## src/rtl/uart_tx_arbiter.sv

```systemverilog
// Round-robin arbiter sharing one UART transmitter among NUM_REQ byte producers.
// Optional watchdog abort is built when UART_ARB_TIMEOUT_EN is defined.
module uart_tx_arbiter #(
  parameter int NUM_REQ        = 4,
  parameter int DATA_WIDTH     = 8,
  parameter int TIMEOUT_CYCLES = 1024
) (
  input  logic                          clk,
  input  logic                          rst_n,
  input  logic [NUM_REQ-1:0]            req_valid,
  input  logic [NUM_REQ*DATA_WIDTH-1:0] req_data,
  output logic [NUM_REQ-1:0]            req_ready,
  output logic [DATA_WIDTH-1:0]         tx_data,
  output logic                          tx_start,
  input  logic                          tx_busy,
  input  logic                          tx_done,
  output logic [$clog2(NUM_REQ)-1:0]    grant_id,
  output logic                          arb_active,
  output logic                          arb_timeout
);

  localparam int IW = $clog2(NUM_REQ);

  if (NUM_REQ < 2 || NUM_REQ > 8 || TIMEOUT_CYCLES < 2) begin : g_param_check
    $error("uart_tx_arbiter: unsupported parameter value");
  end

  typedef enum logic [3:0] {
    ARB_IDLE      = 4'b0001,
    ARB_START     = 4'b0010,
    ARB_WAIT_BUSY = 4'b0100,
    ARB_WAIT_DONE = 4'b1000
  } state_t;

  state_t                  state, state_next;
  logic [IW-1:0]           rr_ptr;
  logic [IW-1:0]           winner;
  logic [IW-1:0]           cand;
  logic [IW-1:0]           rr_next;
  logic                    any_valid;
  logic                    grant;
  logic                    waiting;
  logic                    expired;
  logic [DATA_WIDTH-1:0]   win_data;

  // First valid requester at or after rr_ptr, wrapping modulo NUM_REQ.
  always_comb begin
    any_valid = 1'b0;
    winner    = '0;
    cand      = rr_ptr;
    for (int unsigned k = 0; k < NUM_REQ; k++) begin
      if (!any_valid && req_valid[cand]) begin
        any_valid = 1'b1;
        winner    = cand;
      end
      cand = (cand == IW'(NUM_REQ - 1)) ? '0 : cand + 1'b1;
    end
  end

  always_comb begin
    win_data = '0;
    for (int unsigned i = 0; i < NUM_REQ; i++) begin
      if (winner == IW'(i)) win_data = req_data[i*DATA_WIDTH +: DATA_WIDTH];
    end
  end

  assign rr_next    = (winner == IW'(NUM_REQ - 1)) ? '0 : winner + 1'b1;
  assign grant      = (state == ARB_IDLE) && any_valid;
  assign waiting    = (state == ARB_WAIT_BUSY) || (state == ARB_WAIT_DONE);
  assign arb_active = (state != ARB_IDLE);
  // Gated by rst_n so a requester held valid through reset sees no accept.
  assign req_ready  = (grant && rst_n) ? (NUM_REQ'(1) << winner) : '0;

`ifdef UART_ARB_TIMEOUT_EN
  localparam int CW = $clog2(TIMEOUT_CYCLES);
  logic [CW-1:0] wd_cnt;

  assign expired = waiting && (wd_cnt == CW'(TIMEOUT_CYCLES - 1));

  always_ff @(posedge clk or negedge rst_n) begin
    if (!rst_n) begin
      wd_cnt      <= '0;
      arb_timeout <= 1'b0;
    end else begin
      arb_timeout <= expired && !tx_done;
      if (state == ARB_START) wd_cnt <= '0;
      else if (waiting)       wd_cnt <= wd_cnt + 1'b1;
    end
  end
`else
  assign expired     = 1'b0;
  assign arb_timeout = 1'b0;
`endif

  always_ff @(posedge clk or negedge rst_n) begin
    if (!rst_n) state <= ARB_IDLE;
    else        state <= state_next;
  end

  always_comb begin
    state_next = state;
    case (state)
      ARB_IDLE:      if (any_valid) state_next = ARB_START;
      ARB_START:     state_next = ARB_WAIT_BUSY;
      ARB_WAIT_BUSY: begin
        if (tx_done || expired) state_next = ARB_IDLE;
        else if (tx_busy)       state_next = ARB_WAIT_DONE;
      end
      ARB_WAIT_DONE: if (tx_done || expired) state_next = ARB_IDLE;
      default:       state_next = ARB_IDLE;
    endcase
  end

  always_ff @(posedge clk or negedge rst_n) begin
    if (!rst_n) begin
      rr_ptr   <= '0;
      tx_data  <= '0;
      tx_start <= 1'b0;
      grant_id <= '0;
    end else begin
      tx_start <= grant;
      if (grant) begin
        tx_data  <= win_data;
        grant_id <= winner;
        rr_ptr   <= rr_next;
      end
    end
  end

endmodule

```

## config.mk

```make
export PLATFORM = sky130hd
export DESIGN_NAME = uart_tx_arbiter
export DESIGN_NICKNAME = d
export VERILOG_FILES = /design/src/rtl/uart_tx_arbiter.sv
export SDC_FILE = /design/constraint.sdc
export NUM_CORES = 1
export LEC_CHECK = 0
export BUFFER_PORTS_ARGS = -buffer_cell sky130_fd_sc_hd__buf_2
export CAP_MARGIN = 0
export CORE_MARGIN = 3
export CORE_UTILIZATION = 47
export CTS_CLUSTER_SIZE = 16
export DETAILED_ROUTE_END_ITERATION = 16
export HOLD_SLACK_MARGIN = 0.02
export PLACE_DENSITY = 0.79
export SKIP_CTS_REPAIR_TIMING = 1
export SYNTH_ARGS = -nofsm -noshare
export SYNTH_HDL_FRONTEND = slang
export SYNTH_SLANG_ARGS = --single-unit
```

## constraint.sdc

```tcl
create_clock -name clk -period 3.5 [get_ports clk]
set_input_delay 0.35 -clock clk [delete_from_list [all_inputs] [get_ports clk]]
set_output_delay 0.35 -clock clk [all_outputs]
set_load 0.1 [all_outputs]
```

==> out/metrics.yaml <==
run_status:
  outcome: "complete, no violations"
synthesis:
  synth_top_area_frac: 0.300
  yosys-top-cells-area: "dfrtp_1 30%, a21oi_1 8.6%, ha_1 4.7%, a221oi_1 4.6%, nor2b_1 4.2%"
  synth.avg_cell_area_sq_um: 8.55
  synth_top_area_cell: "dfrtp_1"
  synthArstFlopShare: 1.00
  synth_warnings: 0
  synth_nets: 201
  ys_seq_area_frac: 0.320
  yosysUniqueCellTypes: 44
  synthFlopType: "dfrtp_1"
  synth_edf_count: 0
  synthTopCellsByCount: "23 x a21oi_1, 16 x dfrtp_1, 12 x nor2_1"
  yosysMostFrequentCell: "a21oi_1"
  syn-cell-area_sq_um: 1330
  ys_seq_elements: 17
  syn_inst: 156
routing:
  drt_iter0_markers: 55
  drc: 0
  vias: 1423
  drtAntennaViolNets: 0
  drt_pass1_iterations: 4
  routed_wl_um: 3720
  drt-wirelength-per-cell_um: 15.4
  post_drt_via_cell_ratio: 5.90
sta:
  fin_ws_ns: 0.138
  fin_skew_ns: 0.00794
  fmax_ghz: 0.297
  final-hold-violation-count: 0
  slew_headroom: 0.630
  setup_viol: 0
  slew_viol_final: 0
  finalCritPeriodShare: 0.961
  fin_setup_tns_ns: 0
  min_period_ns: 3.36
  worst-slew-pin-transition_ns: 0.550
clocking:
  cts_tree: "yes"
  clkTransAtPathRegs_ns: 0.11
  clock_path_buffers: 2
  htree_levels: 1
  cts_root_buf: "clkbuf_4"
  worstSkewPairLatency_ns: 0.29
  cts_buffers: 3
  clock_sinks: 17
global_route:
  grt_use_met2: 0.349
  grt_first_pass_wirelength_um: 5930
  grt-ovfl-total: 0
  use_met3: 0.0501
  grt.total_usage: 0.214
  grt-busiest-layer: "met2"
  grt_pass1_vias: 1366
  grt_max_degree: 27
  antenna_found_initial: 0
  met1_usage: 0.286
worst_setup_path:
  path_max_fanout: 11
  crit_type: "reg2out"
  crit_required_ns: 3.15
  setup.worst_path.start_class: "flop"
  arrival_ns: 3.01
  cp-end-kind: "output pin"
worst_hold_path:
  hold_path.class: "in2reg"
cells_and_area:
  diodes: 0
  layout-drive-gt1-share: 0.384
  nets: 257
  syn2layout_area_growth_pct: 32.2
  fin_area_sq_um: 1760
  utilization: 0.681
floorplanning:
  core_sq_um: 2590
  num_rows: 18
  die-area_sq_um: 3510
  die_height_um: 59.3
  initial_core_util: 0.515
  pin_count: 57
  die_w_um: 59.3
place:
  portBuffers: 55
  dpl_cell_area_sq_um: 1670
  place_congestion: 0.826
  hpwl_um: 2810
  place_ws_ns: -0.0388
run:
  maxCapViolCount: 0
-- flip-flops by register name (all words and copies together), names as in the netlist --
register  cells
tx_data       8
rr_ptr        2
tx_start      1
state         4
grant_id      2
-- worst paths after layout --
path	startpoint	endpoint	slack, ns	cells after the start
worst max-delay path	rr_ptr[1]	req_ready[1]	0.14	10
worst min-delay path	tx_done	state[3]	0.24	2
worst max register to register	rr_ptr[1]	tx_data[7]	0.26	13
worst min register to register	grant_id[0]	grant_id[0]	0.50	1
max in group asynchronous	rst_n	state[0]	2.66	2
min in group asynchronous	rst_n	rr_ptr[0]	0.52	2
-- routing by layer --
metal	wire length [um]	vias up	share of wire
met5	0	-	0
met4	29	0	0.0078
met3	243	4	0.065
met2	1920	60	0.52
met1	1530	676	0.41
li1	-	683	-
-- cell families after synthesis --
group                      Yosys count  synth area share
DFF                                 17             0.320
other                                1           0.00281
and+or+nand+nor                     56             0.222
adders and majority gates            5            0.0469
AOI/OAI and AO/OA                   52             0.270
buffers and inverters               16            0.0656
xor gates and xnor gates             1           0.00657
muxes                                8            0.0657
-- metrics by stage --
stage,cells,hold slack (ns)
4_1_cts,238,-0.00187
5_1_grt,241,0.244
3_5_place_dp,234,0.314
3_3_place_gp,234,0.308
6_report,241,0.240
2_1_floorplan,156,0.0544
-- cells in the final DEF (no fill, tap or decap), types with 2 or more instances in the layout --
| cell | n |
|---|---|
| a21o_1 | 3 |
| a21oi_1 | 23 |
| a21oi_2 | 2 |
| a221oi_1 | 7 |
| a31oi_1 | 2 |
| and3_1 | 2 |
| and3_2 | 2 |
| buf_12 | 4 |
| buf_2 | 51 |
| buf_4 | 6 |
| clkbuf_4 | 3 |
| dfrtp_1 | 15 |
| ha_1 | 2 |
| ha_2 | 2 |
| inv_1 | 4 |
| mux2_2 | 2 |
| mux2i_1 | 5 |
| nand2_1 | 8 |
| nand2b_1 | 2 |
| nand3b_1 | 3 |
| nor2_1 | 12 |
| nor2b_1 | 8 |
| nor3_1 | 11 |
| nor4_1 | 2 |
| nor4b_1 | 2 |
| o21ai_0 | 4 |
-- worst max-delay path, stage by stage, from the launching register on --
cell and delay [ns]:
dfrtp_2 0.47, ha_4 0.20, or2_1 0.35, a21o_1 0.23, a221o_1 0.37, a21oi_2 0.19, a31oi_4 0.06, inv_1 0.11
ha_2 0.31, and3_1 0.24, buf_12 0.18
-- cell type report --
cell class | instances | area, sq um
flip-flops and latches | 17 | 428
multi-input cells | 124 | 865
fillers | 201 | 827
inverters | 4 | 15.0
repair buffers | 62 | 390
well taps | 30 | 37.5
clock buffers | 3 | 22.5
clock inverters | 1 | 5.00
Power is not shown: default switching activity piles up to over one toggle a cycle in this logic, so the estimate is an artifact.
